**src/rtl/conv_pkg.sv**
```systemverilog
// Shared types and default geometry for the convolution window sequencer.
// Imported by the RTL and by the bench so both agree on sizes.
package conv_pkg;

    typedef enum logic [2:0] {
        S_IDLE,
        S_LOAD,
        S_ISSUE,
        S_WAIT_RES,
        S_FINISH
    } conv_state_t;

    localparam int DEF_IMAGE_WIDTH  = 5;
    localparam int DEF_IMAGE_HEIGHT = 5;
    localparam int DEF_FILTER_SIZE  = 3;
    localparam int DEF_TIMEOUT      = 64;

    // Bit width for a counter of n states, never narrower than one bit.
    function automatic int clog2_min1(input int n);
        return (n <= 2) ? 1 : $clog2(n);
    endfunction

endpackage

```
**src/rtl/conv_pos_counter.sv**
```systemverilog
// Row/column position of the current output window, scanned row-major.
// last_o flags the bottom-right window; advancing past it wraps to (0,0).
module conv_pos_counter #(
    parameter int OUT_W = 3,
    parameter int OUT_H = 3,
    parameter int RW    = 2,
    parameter int CW    = 2
) (
    input  logic          clk,
    input  logic          rst,
    input  logic          clr_i,
    input  logic          adv_i,
    output logic [RW-1:0] row_o,
    output logic [CW-1:0] col_o,
    output logic          last_o
);
    localparam logic [RW-1:0] ROW_MAX = RW'(OUT_H - 1);
    localparam logic [CW-1:0] COL_MAX = CW'(OUT_W - 1);

    logic [RW-1:0] row_q, row_d;
    logic [CW-1:0] col_q, col_d;

    always_comb begin
        row_d = row_q;
        col_d = col_q;
        if (clr_i) begin
            row_d = '0;
            col_d = '0;
        end else if (adv_i) begin
            if (col_q == COL_MAX) begin
                col_d = '0;
                row_d = (row_q == ROW_MAX) ? '0 : row_q + 1'b1;
            end else begin
                col_d = col_q + 1'b1;
            end
        end
    end

    always_ff @(posedge clk or posedge rst) begin
        if (rst) begin
            row_q <= '0;
            col_q <= '0;
        end else begin
            row_q <= row_d;
            col_q <= col_d;
        end
    end

    assign row_o  = row_q;
    assign col_o  = col_q;
    assign last_o = (row_q == ROW_MAX) && (col_q == COL_MAX);

endmodule

```
**src/rtl/conv_window_sequencer.sv**
```systemverilog
// Walks every valid convolution window of one frame, hands each coordinate to
// an external MAC and writes the returned result into the result buffer.
module conv_window_sequencer
    import conv_pkg::*;
#(
    parameter int  IMAGE_WIDTH  = DEF_IMAGE_WIDTH,
    parameter int  IMAGE_HEIGHT = DEF_IMAGE_HEIGHT,
    parameter int  FILTER_SIZE  = DEF_FILTER_SIZE,
    parameter int  TIMEOUT      = DEF_TIMEOUT,
    localparam int OUT_W        = IMAGE_WIDTH - FILTER_SIZE + 1,
    localparam int OUT_H        = IMAGE_HEIGHT - FILTER_SIZE + 1,
    localparam int RW           = clog2_min1(OUT_H),
    localparam int CW           = clog2_min1(OUT_W),
    localparam int AW           = clog2_min1(OUT_H * OUT_W)
) (
    input  logic          clk,
    input  logic          rst,
    input  logic          start,
    input  logic          abort,
    output logic          load_req,
    input  logic          load_ack,
    output logic          win_valid,
    input  logic          win_ready,
    output logic [RW-1:0] win_row,
    output logic [CW-1:0] win_col,
    input  logic          res_valid,
    input  logic [15:0]   res_data,
    output logic          res_we,
    output logic [AW-1:0] res_addr,
    output logic [15:0]   res_wdata,
    output logic          busy,
    output logic          done,
    output logic          err
);
    localparam int            WW        = clog2_min1(TIMEOUT);
    localparam logic [WW-1:0] WAIT_LAST = WW'(TIMEOUT - 1);
    localparam logic [AW-1:0] OUT_W_A   = AW'(OUT_W);

    conv_state_t   state_q, state_d;
    logic [WW-1:0] wait_q, wait_d;
    logic          err_q, err_d;
    logic          we_q, we_d;
    logic [AW-1:0] addr_q, addr_d;
    logic [15:0]   wdata_q, wdata_d;

    logic          cnt_clr, cnt_adv, cnt_last;
    logic [RW-1:0] row;
    logic [CW-1:0] col;

    conv_pos_counter #(
        .OUT_W (OUT_W),
        .OUT_H (OUT_H),
        .RW    (RW),
        .CW    (CW)
    ) u_pos (
        .clk    (clk),
        .rst    (rst),
        .clr_i  (cnt_clr),
        .adv_i  (cnt_adv),
        .row_o  (row),
        .col_o  (col),
        .last_o (cnt_last)
    );

    always_comb begin
        state_d = state_q;
        wait_d  = wait_q;
        err_d   = err_q;
        we_d    = 1'b0;
        addr_d  = addr_q;
        wdata_d = wdata_q;
        cnt_clr = 1'b0;
        cnt_adv = 1'b0;
        unique case (state_q)
            S_IDLE: begin
                if (start) begin
                    state_d = S_LOAD;
                    cnt_clr = 1'b1;
                    err_d   = 1'b0;
                end
            end
            S_LOAD: begin
                if (abort)         state_d = S_IDLE;
                else if (load_ack) state_d = S_ISSUE;
            end
            S_ISSUE: begin
                if (abort) begin
                    state_d = S_IDLE;
                end else if (win_ready) begin
                    state_d = S_WAIT_RES;
                    wait_d  = '0;
                end
            end
            S_WAIT_RES: begin
                // Abort outranks a result arriving in the same cycle.
                if (abort) begin
                    state_d = S_IDLE;
                end else if (res_valid) begin
                    we_d    = 1'b1;
                    addr_d  = AW'(row) * OUT_W_A + AW'(col);
                    wdata_d = res_data;
                    cnt_adv = 1'b1;
                    state_d = cnt_last ? S_FINISH : S_ISSUE;
                end else if (wait_q == WAIT_LAST) begin
                    err_d   = 1'b1;
                    state_d = S_IDLE;
                end else begin
                    wait_d = wait_q + 1'b1;
                end
            end
            S_FINISH: state_d = S_IDLE;
            default:  state_d = S_IDLE;
        endcase
    end

    always_ff @(posedge clk or posedge rst) begin
        if (rst) begin
            state_q <= S_IDLE;
            wait_q  <= '0;
            err_q   <= 1'b0;
            we_q    <= 1'b0;
            addr_q  <= '0;
            wdata_q <= '0;
        end else begin
            state_q <= state_d;
            wait_q  <= wait_d;
            err_q   <= err_d;
            we_q    <= we_d;
            addr_q  <= addr_d;
            wdata_q <= wdata_d;
        end
    end

    assign load_req  = (state_q == S_LOAD);
    assign win_valid = (state_q == S_ISSUE);
    assign win_row   = row;
    assign win_col   = col;
    assign res_we    = we_q;
    assign res_addr  = addr_q;
    assign res_wdata = wdata_q;
    assign busy      = (state_q != S_IDLE);
    assign done      = (state_q == S_FINISH) && !abort;
    assign err       = err_q;

endmodule

```
**config.mk**
```make
export PLATFORM = sky130hd
export DESIGN_NAME = conv_window_sequencer
export DESIGN_NICKNAME = d
export VERILOG_FILES = /design/src/rtl/conv_pkg.sv /design/src/rtl/conv_pos_counter.sv /design/src/rtl/conv_window_sequencer.sv
export SDC_FILE = /design/constraint.sdc
export NUM_CORES = 1
export LEC_CHECK = 0
export ABC_AREA = 1
export ABC_CLOCK_PERIOD_IN_PS = 4650
export CAP_MARGIN = 30
export CORE_UTILIZATION = 31
export DETAILED_ROUTE_END_ITERATION = 10
export MAX_ROUTING_LAYER = met4
export PLACE_DENSITY = 0.59
export SYNTH_ARGS = -nofsm -noshare
export SYNTH_HDL_FRONTEND = slang
export SYNTH_SLANG_ARGS = --single-unit
export TNS_END_PERCENT = 100
```
**constraint.sdc**
```tcl
create_clock -name clk -period 4.65 [get_ports clk]
set_clock_uncertainty 0.2 [all_clocks]
set_input_delay 1.395 -clock clk [delete_from_list [all_inputs] [get_ports clk]]
set_output_delay 1.395 -clock clk [all_outputs]
set_load 0.05 [all_outputs]
```
==> impl_metrics.csv <==
group,metric,value,unit
run_status,outcome,"completed",
layout,layout_common_cells,"nand2_1, clkdlybuf4s50_1, dfrtp_1, inv_1, nand3_1",
setup_path,r2r-start,"u_pos.row_o[0]",
timing,tns,0,ns
clock_tree,cts_root_buf,"clkbuf_8",
drt,postRouteAntennaNets,0,
power_and_ir_drop,powerDensity,615,nW/um2
drt,avgViaCountPerCell,4.27,
yosys,postSynthCellCount,220,
place,place_hpwl,2740,um
hold_path,hold_path_class,"reg -> reg",
timing,period_minus_slack,3.75,ns
setup_path,startpoint_type,"input port",
setup_path,path_max_fanout,3,
timing,rsz0062_at_grt,"no",
floorplan,io_pins,53,
clock_tree,clk_latency,0.29,ns
drt,dr.pass1.iters,3,
place,gp_congestion,0.767,
global_routing,grt_max_degree,27,
global_routing,grt_usage,14.2,%
clock_tree,cts-resized-gates,0,
global_routing,antenna_found_initial,0,
timing,maxSlewViolCount,0,
hold_path,hp-start,"res_wdata[7]",
setup_path,crit_type,"in -> out",
clock_tree,post_cts_buffers,0,
yosys,synth_fp_nets,251,
timing,setup_viol,0,
timing,worstMarginPinSlew,0.607,ns
layout,n_antenna_cell,0,
clock_tree,tritoncts,"yes",
clock_tree,cts_htree_levels,2,
yosys,synth_warnings,0,
floorplan,initial_core_util,32.1,%
clock_tree,numCtsBuffers,5,
clock_tree,hold_buffers,0,
yosys,synthDominantCellAreaShare,49.8,%
layout,fin_cells,349,
setup_path,critPathLaunch,"abort",
yosys,yosys-top-cells-area,"dfrtp_1, nand2_1, nand3_1",
yosys,seq_area_frac_synth,49.8,%
floorplan,die_h,77.3,um
floorplan,dieWidth,77.3,um
drt,drc_errors,0,
yosys,synth_top_cell_by_area,"dfrtp_1",
place,port_buffers,52,
drt,routedWlPerCell,10.7,um
floorplan,row_count,27,
timing,finalHoldViolations,0,
flow_run,maxCapViolCount,0,
timing,relSlewSlack,59.5,%
yosys,synth_cell_types,26,
layout,area_growth,38.9,%
global_routing,grt_overflow_total,0,
drt,vias,1491,
drt,wl,3720,um
yosys,synth_area,1760,um2
clock_tree,clk_path_buf_depth,2,
yosys,syn_avg_cell_area,7.99,um2
layout,nets,307,
setup_path,critPathRequiredTime,3.05,ns
power_and_ir_drop,vdd_drop_max,0.355,mV
clock_tree,cts.sinks,35,
floorplan,die_area,5980,um2
global_routing,grt_pass1_wl,6560,um
place,dp.cells,341,
setup_path,arrival,2.15,ns
timing,timing.fmax,0.267,GHz
setup_path,cp-end-kind,"output port",
floorplan,coreArea,5470,um2
clock_tree,cts.clk_slew.worst_paths,0.07,ns
timing,fin_crit_sh,80.6,%
power_and_ir_drop,leakage,0.00120,uW
drt,drtIter0Drc,48,
yosys,ys_seq_elements,35,
global_routing,grt_pass1_vias,1422,
layout,final_common_cell,"nand2_1",
layout,final_layout_size_suffix_gt1_share,7.58,%
[where the power goes]
part | switching, uW | total [uW] | internal (uW) | leakage, uW
sequential | 71.1 | 471 | 400 | 0.000462
clock | 113 | 217 | 104 | 0.0000402
combinational | 548 | 813 | 265 | 0.000701
[worst max-delay path, cell delays in order]
cell             delay [ns]
clkdlybuf4s50_1        0.44
nor2_1                 0.12
buf_4                  0.20
[metrics by stage]
step                util (%)  hold WS [ns]  area [um2]  power [uW]  setup WS [ns]
finish                  44.6         0.281        2440        1500          0.903
global route            44.6         0.305        2440        1610          0.873
CTS                     44.6         0.286        2440        1520          0.904
detailed placement      43.0         0.265        2350        1290          0.905
global placement        43.0         0.263        2350        1290          0.916
floorplan                  -         0.280        1760        1030           1.01
[area by class of cell]
class | count | area [um2]
Sequential cell | 35 | 876
Clock buffer | 5 | 68.8
Clock inverter | 3 | 20.0
Inverter | 23 | 86.3
Fill cell | 581 | 3030
Timing Repair Buffer | 53 | 526
Tap cell | 72 | 90.1
Multi-Input combinational cell | 158 | 774
[kinds of logic (layout without fill, tap and decap cells)]
group / Yosys count / in the layout / share of synthesized area (%)
DFF: 35 / 35 / 49.8
adders and majority gates: 8 / 8 / 6.55
buffers and inverters: 27 / 84 / 6.12
and+or+nand+nor: 141 / 141 / 34.5
AOI/OAI and AO/OA: 9 / 9 / 2.99
[per-layer routing]
metal	vias to the layer above	wire length, um	global-route usage [%]
met4	0	44	3.96
met2	40	1550	21.6
met5	-	0	-
met3	5	239	4.52
met1	659	1890	18.2
li1	787	-	-
[worst paths after layout]
| kind | to | slack, ns | cells past startpoint |
|---|---|---|---|
| min in group asynchronous | u_pos.row_o[1] | 1.28 | 2 |
| worst min-delay path | res_wdata[7] | 0.28 | 2 |
| worst max-delay path | done | 0.90 | 3 |
| worst max register to register | res_addr[2] | 2.44 | 7 |
| worst min register to register | res_wdata[7] | 0.28 | 2 |
| max in group asynchronous | res_wdata[3] | 2.29 | 3 |
[Yosys cell counts (all sizes together)]
cell and count:
or2 1, o21bai 1, nor3b 1, nand4 2
o211ai 1, ha 6, fa 2, nor2 18
nand3 18, nand3b 1, dfrtp 35, a21boi 1
inv 23, nor3 2, o21ai 6, nand2 98
buf 4
[registers in the layout, summed over array words and instances, names as in the netlist]
signal,count
err,1
res_addr,4
res_wdata,16
res_we,1
state_q,3
u_pos.col_o,2
u_pos.row_o,2
wait_q,6
Note: power is estimated with default switching activity, not from simulation.
